$ cat config.mk
export PLATFORM = sky130hd
export DESIGN_NAME = pipe_stall_ctrl_flat
export DESIGN_NICKNAME = d
export VERILOG_FILES = /design/src/rtl/pipe_stall_ctrl_pkg.sv /design/src/rtl/pipe_stall_ctrl_if.sv /design/src/rtl/pipe_stall_ctrl_sat_counter.sv /design/src/rtl/pipe_stall_ctrl.sv /design/src/flat_wrapper.sv
export SDC_FILE = /design/constraint.sdc
export NUM_CORES = 1
export LEC_CHECK = 0
export CAP_MARGIN = 20
export CELL_PAD_IN_SITES_DETAIL_PLACEMENT = 2
export CELL_PAD_IN_SITES_GLOBAL_PLACEMENT = 2
export CORE_ASPECT_RATIO = 0.9
export CORE_MARGIN = 4
export CORE_UTILIZATION = 28
export DETAILED_ROUTE_END_ITERATION = 8
export PLACE_DENSITY_LB_ADDON = 0.05
export SLEW_MARGIN = 10
export SYNTH_ARGS = -nofsm -noshare
export SYNTH_HDL_FRONTEND = slang
export SYNTH_SLANG_ARGS = --single-unit
$ cat constraint.sdc
create_clock -name clk -period 2.15 [get_ports clk]
set_input_delay 0.215 -clock clk [delete_from_list [all_inputs] [get_ports clk]]
set_output_delay 0.215 -clock clk [all_outputs]
set_load 0.005 [all_outputs]
$ cat src/rtl/pipe_stall_ctrl_pkg.sv
// pipe_stall_ctrl_pkg: shared types and constants for the pipeline stall/flush controller
package pipe_stall_ctrl_pkg;
  localparam int REG_W_DEF = 5;
  localparam logic [REG_W_DEF-1:0] ZERO_REG = '0;
  typedef enum logic [1:0] {RUN = 2'd0, MEM_WAIT = 2'd1, HALT = 2'd2} state_e;
endpackage

$ cat src/rtl/pipe_stall_ctrl_if.sv
// pipe_stall_ctrl_if: hazard requests in, pipeline enables/flushes and counters out
interface pipe_stall_ctrl_if
  import pipe_stall_ctrl_pkg::*;
#(
  parameter int REG_W = REG_W_DEF,
  parameter int CNT_W = 32
);
  logic             idex_memRead;
  logic [REG_W-1:0] idex_rd;
  logic [REG_W-1:0] ifid_rs1;
  logic [REG_W-1:0] ifid_rs2;
  logic             ex_branch_taken;
  logic             dmem_busy;
  logic             pc_write;
  logic             ifid_write;
  logic             ifid_flush;
  logic             idex_bubble;
  logic             pipe_freeze;
  logic             memwb_bubble;
  logic             mem_timeout;
  logic [CNT_W-1:0] stall_count;
  logic [CNT_W-1:0] flush_count;
  modport master (
    output idex_memRead, idex_rd, ifid_rs1, ifid_rs2, ex_branch_taken, dmem_busy,
    input  pc_write, ifid_write, ifid_flush, idex_bubble, pipe_freeze, memwb_bubble,
           mem_timeout, stall_count, flush_count
  );
  modport slave (
    input  idex_memRead, idex_rd, ifid_rs1, ifid_rs2, ex_branch_taken, dmem_busy,
    output pc_write, ifid_write, ifid_flush, idex_bubble, pipe_freeze, memwb_bubble,
           mem_timeout, stall_count, flush_count
  );
endinterface

$ cat src/rtl/pipe_stall_ctrl_sat_counter.sv
// pipe_stall_ctrl_sat_counter: enabled up-counter that sticks at all-ones
module pipe_stall_ctrl_sat_counter #(
  parameter int W = 32
) (
  input  logic         clk,
  input  logic         rst,
  input  logic         en_i,
  output logic [W-1:0] cnt_o
);
  logic [W-1:0] cnt_q, cnt_d;
  // advance only when enabled and not yet saturated
  always_comb cnt_d = (en_i && !(&cnt_q)) ? cnt_q + W'(1) : cnt_q;
  // counter register
  always_ff @(posedge clk or posedge rst)
    if (rst) cnt_q <= '0;
    else     cnt_q <= cnt_d;
  assign cnt_o = cnt_q;
endmodule

$ cat src/rtl/pipe_stall_ctrl.sv
// pipe_stall_ctrl: stall/flush/bubble control with memory-wait FSM, watchdog and perf counters
module pipe_stall_ctrl
  import pipe_stall_ctrl_pkg::*;
#(
  parameter int REG_W    = REG_W_DEF,
  parameter int CNT_W    = 32,
  parameter int MAX_WAIT = 16
) (
  input logic            clk,
  input logic            rst,
  pipe_stall_ctrl_if.slave bus
);
  localparam int WC_W = $clog2(MAX_WAIT) + 1;
  localparam logic [1:0] S_RUN      = RUN;
  localparam logic [1:0] S_MEM_WAIT = MEM_WAIT;
  localparam logic [1:0] S_HALT     = HALT;
  logic [1:0]      state_q, state_d;
  logic [WC_W-1:0] wait_q, wait_d;
  logic            timeout_q, timeout_d;
  logic            lu, halt, busy, br, stall_en, flush_en;
  // hazard decode and the prioritised combinational controls; rst forces the safe pattern
  always_comb begin
    busy = bus.dmem_busy;
    br   = bus.ex_branch_taken;
    halt = state_q == S_HALT;
    lu   = bus.idex_memRead && (bus.idex_rd != REG_W'(ZERO_REG)) &&
           (bus.idex_rd == bus.ifid_rs1 || bus.idex_rd == bus.ifid_rs2);
    bus.pc_write     = !rst && !halt && !busy && (br || !lu);
    bus.ifid_write   = !rst && !halt && !busy && (br || !lu);
    bus.ifid_flush   = rst || (!halt && !busy && br);
    bus.idex_bubble  = rst || (!halt && !busy && (br || lu));
    bus.pipe_freeze  = !rst && (halt || busy);
    bus.memwb_bubble = rst || halt || busy;
    bus.mem_timeout  = timeout_q;
    stall_en = !halt && (busy || (!br && lu));
    flush_en = !halt && !busy && br;
  end
  // memory-wait FSM: a busy streak reaching MAX_WAIT cycles traps in HALT until reset
  always_comb begin
    wait_d    = busy ? wait_q + WC_W'(1) : '0;
    state_d   = halt ? S_HALT :
                !busy ? S_RUN :
                (state_q == S_MEM_WAIT && wait_q == WC_W'(MAX_WAIT - 1)) ? S_HALT : S_MEM_WAIT;
    timeout_d = timeout_q || (state_d == S_HALT);
  end
  // state registers
  always_ff @(posedge clk or posedge rst)
    if (rst) begin
      state_q   <= S_RUN;
      wait_q    <= '0;
      timeout_q <= 1'b0;
    end else begin
      state_q   <= state_d;
      wait_q    <= wait_d;
      timeout_q <= timeout_d;
    end
  pipe_stall_ctrl_sat_counter #(.W(CNT_W)) u_stall_cnt (
    .clk(clk), .rst(rst), .en_i(stall_en), .cnt_o(bus.stall_count)
  );
  pipe_stall_ctrl_sat_counter #(.W(CNT_W)) u_flush_cnt (
    .clk(clk), .rst(rst), .en_i(flush_en), .cnt_o(bus.flush_count)
  );
endmodule

$ cat src/flat_wrapper.sv
// flat-port wrapper written by rule: the top's interface ports become plain ports
module pipe_stall_ctrl_flat import pipe_stall_ctrl_pkg::*;
#(
  parameter int REG_W    = REG_W_DEF,
  parameter int CNT_W    = 32,
  parameter int MAX_WAIT = 16
)
  (clk, rst, bus_idex_memRead, bus_idex_rd, bus_ifid_rs1, bus_ifid_rs2, bus_ex_branch_taken, bus_dmem_busy, bus_pc_write, bus_ifid_write, bus_ifid_flush, bus_idex_bubble, bus_pipe_freeze, bus_memwb_bubble, bus_mem_timeout, bus_stall_count, bus_flush_count);
  pipe_stall_ctrl_if #(.REG_W(REG_W), .CNT_W(CNT_W)) bus_i ();
  input logic clk;
  input logic rst;
  input wire logic [$bits(bus_i.idex_memRead)-1:0] bus_idex_memRead;
  input wire logic [$bits(bus_i.idex_rd)-1:0] bus_idex_rd;
  input wire logic [$bits(bus_i.ifid_rs1)-1:0] bus_ifid_rs1;
  input wire logic [$bits(bus_i.ifid_rs2)-1:0] bus_ifid_rs2;
  input wire logic [$bits(bus_i.ex_branch_taken)-1:0] bus_ex_branch_taken;
  input wire logic [$bits(bus_i.dmem_busy)-1:0] bus_dmem_busy;
  output wire logic [$bits(bus_i.pc_write)-1:0] bus_pc_write;
  output wire logic [$bits(bus_i.ifid_write)-1:0] bus_ifid_write;
  output wire logic [$bits(bus_i.ifid_flush)-1:0] bus_ifid_flush;
  output wire logic [$bits(bus_i.idex_bubble)-1:0] bus_idex_bubble;
  output wire logic [$bits(bus_i.pipe_freeze)-1:0] bus_pipe_freeze;
  output wire logic [$bits(bus_i.memwb_bubble)-1:0] bus_memwb_bubble;
  output wire logic [$bits(bus_i.mem_timeout)-1:0] bus_mem_timeout;
  output wire logic [$bits(bus_i.stall_count)-1:0] bus_stall_count;
  output wire logic [$bits(bus_i.flush_count)-1:0] bus_flush_count;
  assign bus_i.idex_memRead = bus_idex_memRead;
  assign bus_i.idex_rd = bus_idex_rd;
  assign bus_i.ifid_rs1 = bus_ifid_rs1;
  assign bus_i.ifid_rs2 = bus_ifid_rs2;
  assign bus_i.ex_branch_taken = bus_ex_branch_taken;
  assign bus_i.dmem_busy = bus_dmem_busy;
  assign bus_pc_write = bus_i.pc_write;
  assign bus_ifid_write = bus_i.ifid_write;
  assign bus_ifid_flush = bus_i.ifid_flush;
  assign bus_idex_bubble = bus_i.idex_bubble;
  assign bus_pipe_freeze = bus_i.pipe_freeze;
  assign bus_memwb_bubble = bus_i.memwb_bubble;
  assign bus_mem_timeout = bus_i.mem_timeout;
  assign bus_stall_count = bus_i.stall_count;
  assign bus_flush_count = bus_i.flush_count;
  pipe_stall_ctrl #(.REG_W(REG_W), .CNT_W(CNT_W), .MAX_WAIT(MAX_WAIT)) u_core (.clk(clk), .rst(rst), .bus(bus_i));
endmodule
# Word level (Yosys, flattened, before mapping)
# Index checks and enable logic that the tools add are counted.
dict set report totals {
  register_bits 72
  word_cells 52
  in_bits 20
  output_inout_bits 71
}
dict set report classes {
  reduce_logical 34
  mux 4
  eq_ne 6
  n_addsub 3
}
# operator count
set op_table {}
lappend op_table {{adder 32 x 1 -> 32 bit (second input constant)} 2}
lappend op_table {{AND reduction 32 bit} 2}
lappend op_table {{logical AND 1 bit} 14}
lappend op_table {{== test 5 bit} 2}
lappend op_table {{logical OR 1 bit} 10}
lappend op_table {{logical NOT 1 bit} 7}
lappend op_table {{2-to-1 mux 2 bit} 3}
lappend op_table {{adder 5 x 1 -> 5 bit (second input constant)} 1}
lappend op_table {{== test 5 x 4 -> 1 bit (second input constant)} 1}
lappend op_table {{2-to-1 mux 5 bit} 1}
lappend op_table {{nonzero test 5 bit} 1}
lappend op_table {{== test 2 bit (second input constant)} 2}
lappend op_table {{== test 2 x 1 -> 1 bit (second input constant)} 1}

# Longest topological paths before layout
# Gate-level depths: netlist of run 1.
dict set report depth {
  word_depth 7
  ltp_mapped 7
  depth_no_buf 7
}

# Cells and area by module
# Synthesis of run 1 repeated with hierarchy kept, for this count alone.
dict set report unflattened {
  cells_unflattened 356
  area_unflattened_um2 3798.6
}
# module cells_each area_per_inst_um2 instances
set modules_own_cells {}
lappend modules_own_cells {{pipe_stall_ctrl_sat_counter at u_core.u_stall_cnt} 155 1665.3 1}
lappend modules_own_cells {{pipe_stall_ctrl_sat_counter at u_core.u_flush_cnt} 147 1602.8 1}
lappend modules_own_cells {pipe_stall_ctrl 54 530.5 1}

# Worst setup path after synthesis of run 1
# Ideal clock, no wire load.
dict set report synth_timing {
  path_kind {input to output}
  from {in rst}
  to {out bus_pc_write}
  n_path_buf 1
  arrival_time_ns 2.364
  path_stages 4
  setup_slack_ns -0.429
  path_cell_list {inv_1 nand2_1 nor2_1 buf_4}
}
dict set report synth_via {
  elab_chain_cells 4
}
# element line_no
set synth_rtl {}
lappend synth_rtl {{start: declaration} flat_wrapper.sv:11} ;# input logic rst;
lappend synth_rtl {{logical NOT 1 bit} --}
lappend synth_rtl {{logical AND 1 bit (3 in series)} --}
lappend synth_rtl {{end: declaration} flat_wrapper.sv:18} ;# output wire logic [$bits(bus_i.pc_write)-1:0] bus_pc_write;
# No other way between the ends.

# Worst setup path after layout of run 1
dict set report layout_timing {
  from {in bus_idex_rd[0]}
  to {out bus_pc_write}
}
dict set report layout_via {
  elab_chain_cells 6
}
# element line_no
set layout_rtl {}
lappend layout_rtl {{start: declaration} flat_wrapper.sv:13} ;# input wire logic [$bits(bus_i.idex_rd)-1:0] bus_idex_rd;
lappend layout_rtl {{== test 5 bit / nonzero test 5 bit (equally long branches)} {pipe_stall_ctrl.sv:27, pipe_stall_ctrl.sv:26}}
lappend layout_rtl {{logical OR 1 bit / logical AND 1 bit (equally long branches)} {pipe_stall_ctrl.sv:27, pipe_stall_ctrl.sv:26}}
lappend layout_rtl {{logical AND 1 bit (*)} pipe_stall_ctrl.sv:26} ;# lu = bus.idex_memRead && (bus.idex_rd != REG_W'(ZERO_REG)) &&
lappend layout_rtl {{logical NOT 1 bit (*)} pipe_stall_ctrl.sv:28} ;# bus.pc_write = !rst && !halt && !busy && (br || !lu);
lappend layout_rtl {{logical OR 1 bit (*)} pipe_stall_ctrl.sv:28}
lappend layout_rtl {{logical AND 1 bit (*)} pipe_stall_ctrl.sv:28}
# Mark *: on every way between the ends. The rest lies on a longest branch, timed or not.

==> reports/results.ini, run 1 <==
[outcome]
status=finished, final reports clean

[critical_path]
crit_required_ns=1.93
crit_path_start_kind=input port
r2r_start=u_core.u_flush_cnt.cnt_o[10]$_DFFE_PP0P_
critPathKind=input port to output port
reg2reg_depth=6
r2r_end=u_core.u_flush_cnt.cnt_o[1]$_DFFE_PP0P_
worstSetupEndpoint=bus_pc_write
startpoint=bus_idex_rd[0]
cp.arrival_ns=1.86
rrSetupSlack_ns=0.13
cp_max_fo=3
endpoint_kind=output port

[floorplanning]
fp.dieH_um=117.2
dieArea_um2=15150
rows=39
start_util=0.2890
io_pins=91
core_um2=12830
dieWidth_um=129.3

[placed_design]
place_hpwl_um=8100
gp_congestion=0.7396
placed_area_um2=5082
place_ws_ns=-0.2847
io_buffers=90

[route]
wirelength_um=10680
first_iter_violations=58
wl_per_cell_um=16.56
viasPerCell=4.732
drc=0
postRouteAntennaNets=0
routed-via-count=3052
first_pass_iters=4

[sta]
fin_setup_tns_ns=0
fin_crit_ns=2.077
setup_viol=0
worst_slack_ns=0.07262
rsz0062_at_grt=true
min_period_over_period=0.9662
report.final.hold_viol_count=0
worst_pin_slew_ns=0.5538
slew_headroom=0.6308
finClkSkew_ns=0.004031
hold_slack_ns=0.4158
slew_violations=0
fmax_ghz=0.4814

[logic_synthesis]
yosys-top-cells-area=dfrtp_1 (49%), xnor2_1 (11%), xor2_1 (6.4%)
synthesis.area_um2=3709
synth_cell_types=48
synth_top_area_frac=0.4858
yosysTopAreaCell=dfrtp_1
syn-num-nets=365
synth_seq_cells=72
yosysWarnings=0
seq_area_frac_synth=0.4858
syn_avg_cell_area_um2=10.88
syn_inst=341

[clock_network]
cts_num_sinks=72
cts.reportedPaths.clkPinSlew_ns=0.06
hold_buffers=0
numCtsBuffers=9
post_cts_buffers=0
insertion_delay_ns=0.33
root_buffer=clkbuf_16
cts_tree=yes
clockBufferDepth=2
h-tree-depth=3

[power]
power.density_nw_per_um2=732.8
p_leak_nw=2.355
vdd_drop_max_uv=367.3

[min_path]
hold_class=input port to async pin

[global_route]
grt_pass1_vias=3449
grt_antenna_before_repair=0
global_route.usage.total=0.1515
grt_pass1_wl_um=17980
grt_max_degree=42
grt-ovfl-total=0

[finish]
final_nets=500
area_growth_pct=46.32
postLayoutCellArea_um2=5426
drive_above_1_share=0.1767
nFillCells=1362
antennaDiodeCount=0
fin_util=0.4228

[job]
cap_viol_max_count=0

## cell type report
| cell class | instances | area (µm²) | share of cell area |
|---|---|---|---|
| flip-flops and latches | 72 | 1802 | 0.3320 |
| well taps | 164 | 205.2 | 0.03781 |
| inverters | 3 | 15.01 | 0.002767 |
| multi-input cells | 256 | 1841 | 0.3392 |
| clock buffers | 9 | 225.2 | 0.04150 |
| repair buffers | 134 | 1242 | 0.2290 |
| clock inverters | 7 | 96.34 | 0.01775 |
## critical path, cell delays in order
cell and delay (ns):
clkdlybuf4s50_1 0.42, or4_1 0.52, o21ai_1 0.15, buf_4 0.15, nor3_1 0.05, nor2_1 0.11
dlygate4sd2_1 0.25
## through the flow
stage / cells / power (mW)
2_1_floorplan: 341 / 1.940
3_3_place_gp: 629 / 2.369
3_5_place_dp: 629 / 2.405
4_1_cts: 645 / 4.070
5_1_grt: 645 / 4.214
6_report: 645 / 3.976
## flip-flops by register name, summed over array words and instances, names as in the netlist
signal	count
u_core.u_flush_cnt.cnt_o	32
u_core.state_q	2
u_core.wait_q	5
u_core.u_stall_cnt.cnt_o	32
u_core.bus.mem_timeout	1
## logic make-up after synthesis
logic type	after synthesis	synth area share
buffers and inverters	13	0.02429
AOI/OAI and AO/OA	11	0.03272
and+or+nand+nor	166	0.2642
DFF	72	0.4858
adders and majority gates	4	0.01350
muxes	2	0.007084
xor gates and xnor gates	73	0.1724
## power by group
group | switching, mW | internal, mW | leakage, nW | total (mW)
Sequential | 0.146 | 1.48 | 0.978 | 1.62
Combinational | 0.296 | 0.443 | 1.23 | 0.740
Clock | 0.598 | 1.02 | 0.148 | 1.61
Total | 1.04 | 2.94 | 2.35 | 3.98
## metal layers
metal / routed length (µm) / share of wire / vias to the layer above / global-route usage
met5: 0 / 0 / - / 0
met2: 5257 / 0.49 / 54 / 0.2548
met3: 503 / 0.047 / 7 / 0.04764
met1: 4839 / 0.45 / 1532 / 0.1921
met4: 80 / 0.0075 / 0 / 0.03429
li1: - / - / 1459 / -
## cell usage after synthesis, drive strengths merged
cell / instances
a2111oi: 1
a211oi: 1
a21o: 2
a21oi: 1
a22oi: 1
a31oi: 2
a41oi: 1
and2: 8
and3: 20
and4: 10
and4b: 1
buf: 7
clkbuf: 3
dfrtp: 72
ha: 4
inv: 3
mux2: 2
nand2: 28
nand2b: 1
nand3: 33
nand3b: 1
nand4: 16
nand4b: 1
nor2: 22
nor2b: 3
nor3: 10
nor3b: 4
nor4: 3
o21ai: 1
o41ai: 1
or2: 2
or3: 2
or4: 1
xnor2: 46
xor2: 27
## how the worst min path moves through the flow
| stage | from | end | slack (ns) |
|---|---|---|---|
| after global routing | rst | u_core.wait_q[0]$_DFF_PP0_ | 0.45 |
| after floorplan | rst | u_core.bus.mem_timeout$_DFF_PP0_ | 0.41 |
| after detailed placement | u_core.bus.mem_timeout$_DFF_PP0_ | u_core.bus.mem_timeout$_DFF_PP0_ | 0.46 |
| after CTS | rst | u_core.wait_q[4]$_DFF_PP0_ | 0.43 |
| final | rst | u_core.wait_q[0]$_DFF_PP0_ | 0.42 |
| after global placement | u_core.wait_q[0]$_DFF_PP0_ | u_core.wait_q[0]$_DFF_PP0_ | 0.45 |
## layout by cell type, fill, tap and decap left out, drive strengths merged, types with 3 or more instances in the layout
cell,n
and2,8
and3,20
and4,10
buf,44
clkbuf,9
clkdlybuf4s50,86
clkinvlp,4
dfrtp,72
dlygate4sd2,3
ha,4
nand2,28
nand3,33
nand4,16
nor2,22
nor2b,3
nor3,10
nor3b,4
nor4,3
xnor2,46
xor2,27
## timing repair
item / in CTS / in global routing
setup endpoints to repair: 6 / 11
pin swaps: 0 / 2
resized for setup: 5 / 6
hold endpoints to repair: 0 / 0
Power figures use the tool's default switching activity.
==> inputs of run 2 (changes only) <==
GPL_ROUTABILITY_DRIVEN = 0   (was unset)
SLEW_MARGIN = 20   (was 10)
==> results of run 2 <==
Same layout as run 1: the final DEF is identical, and so are final timing and power.
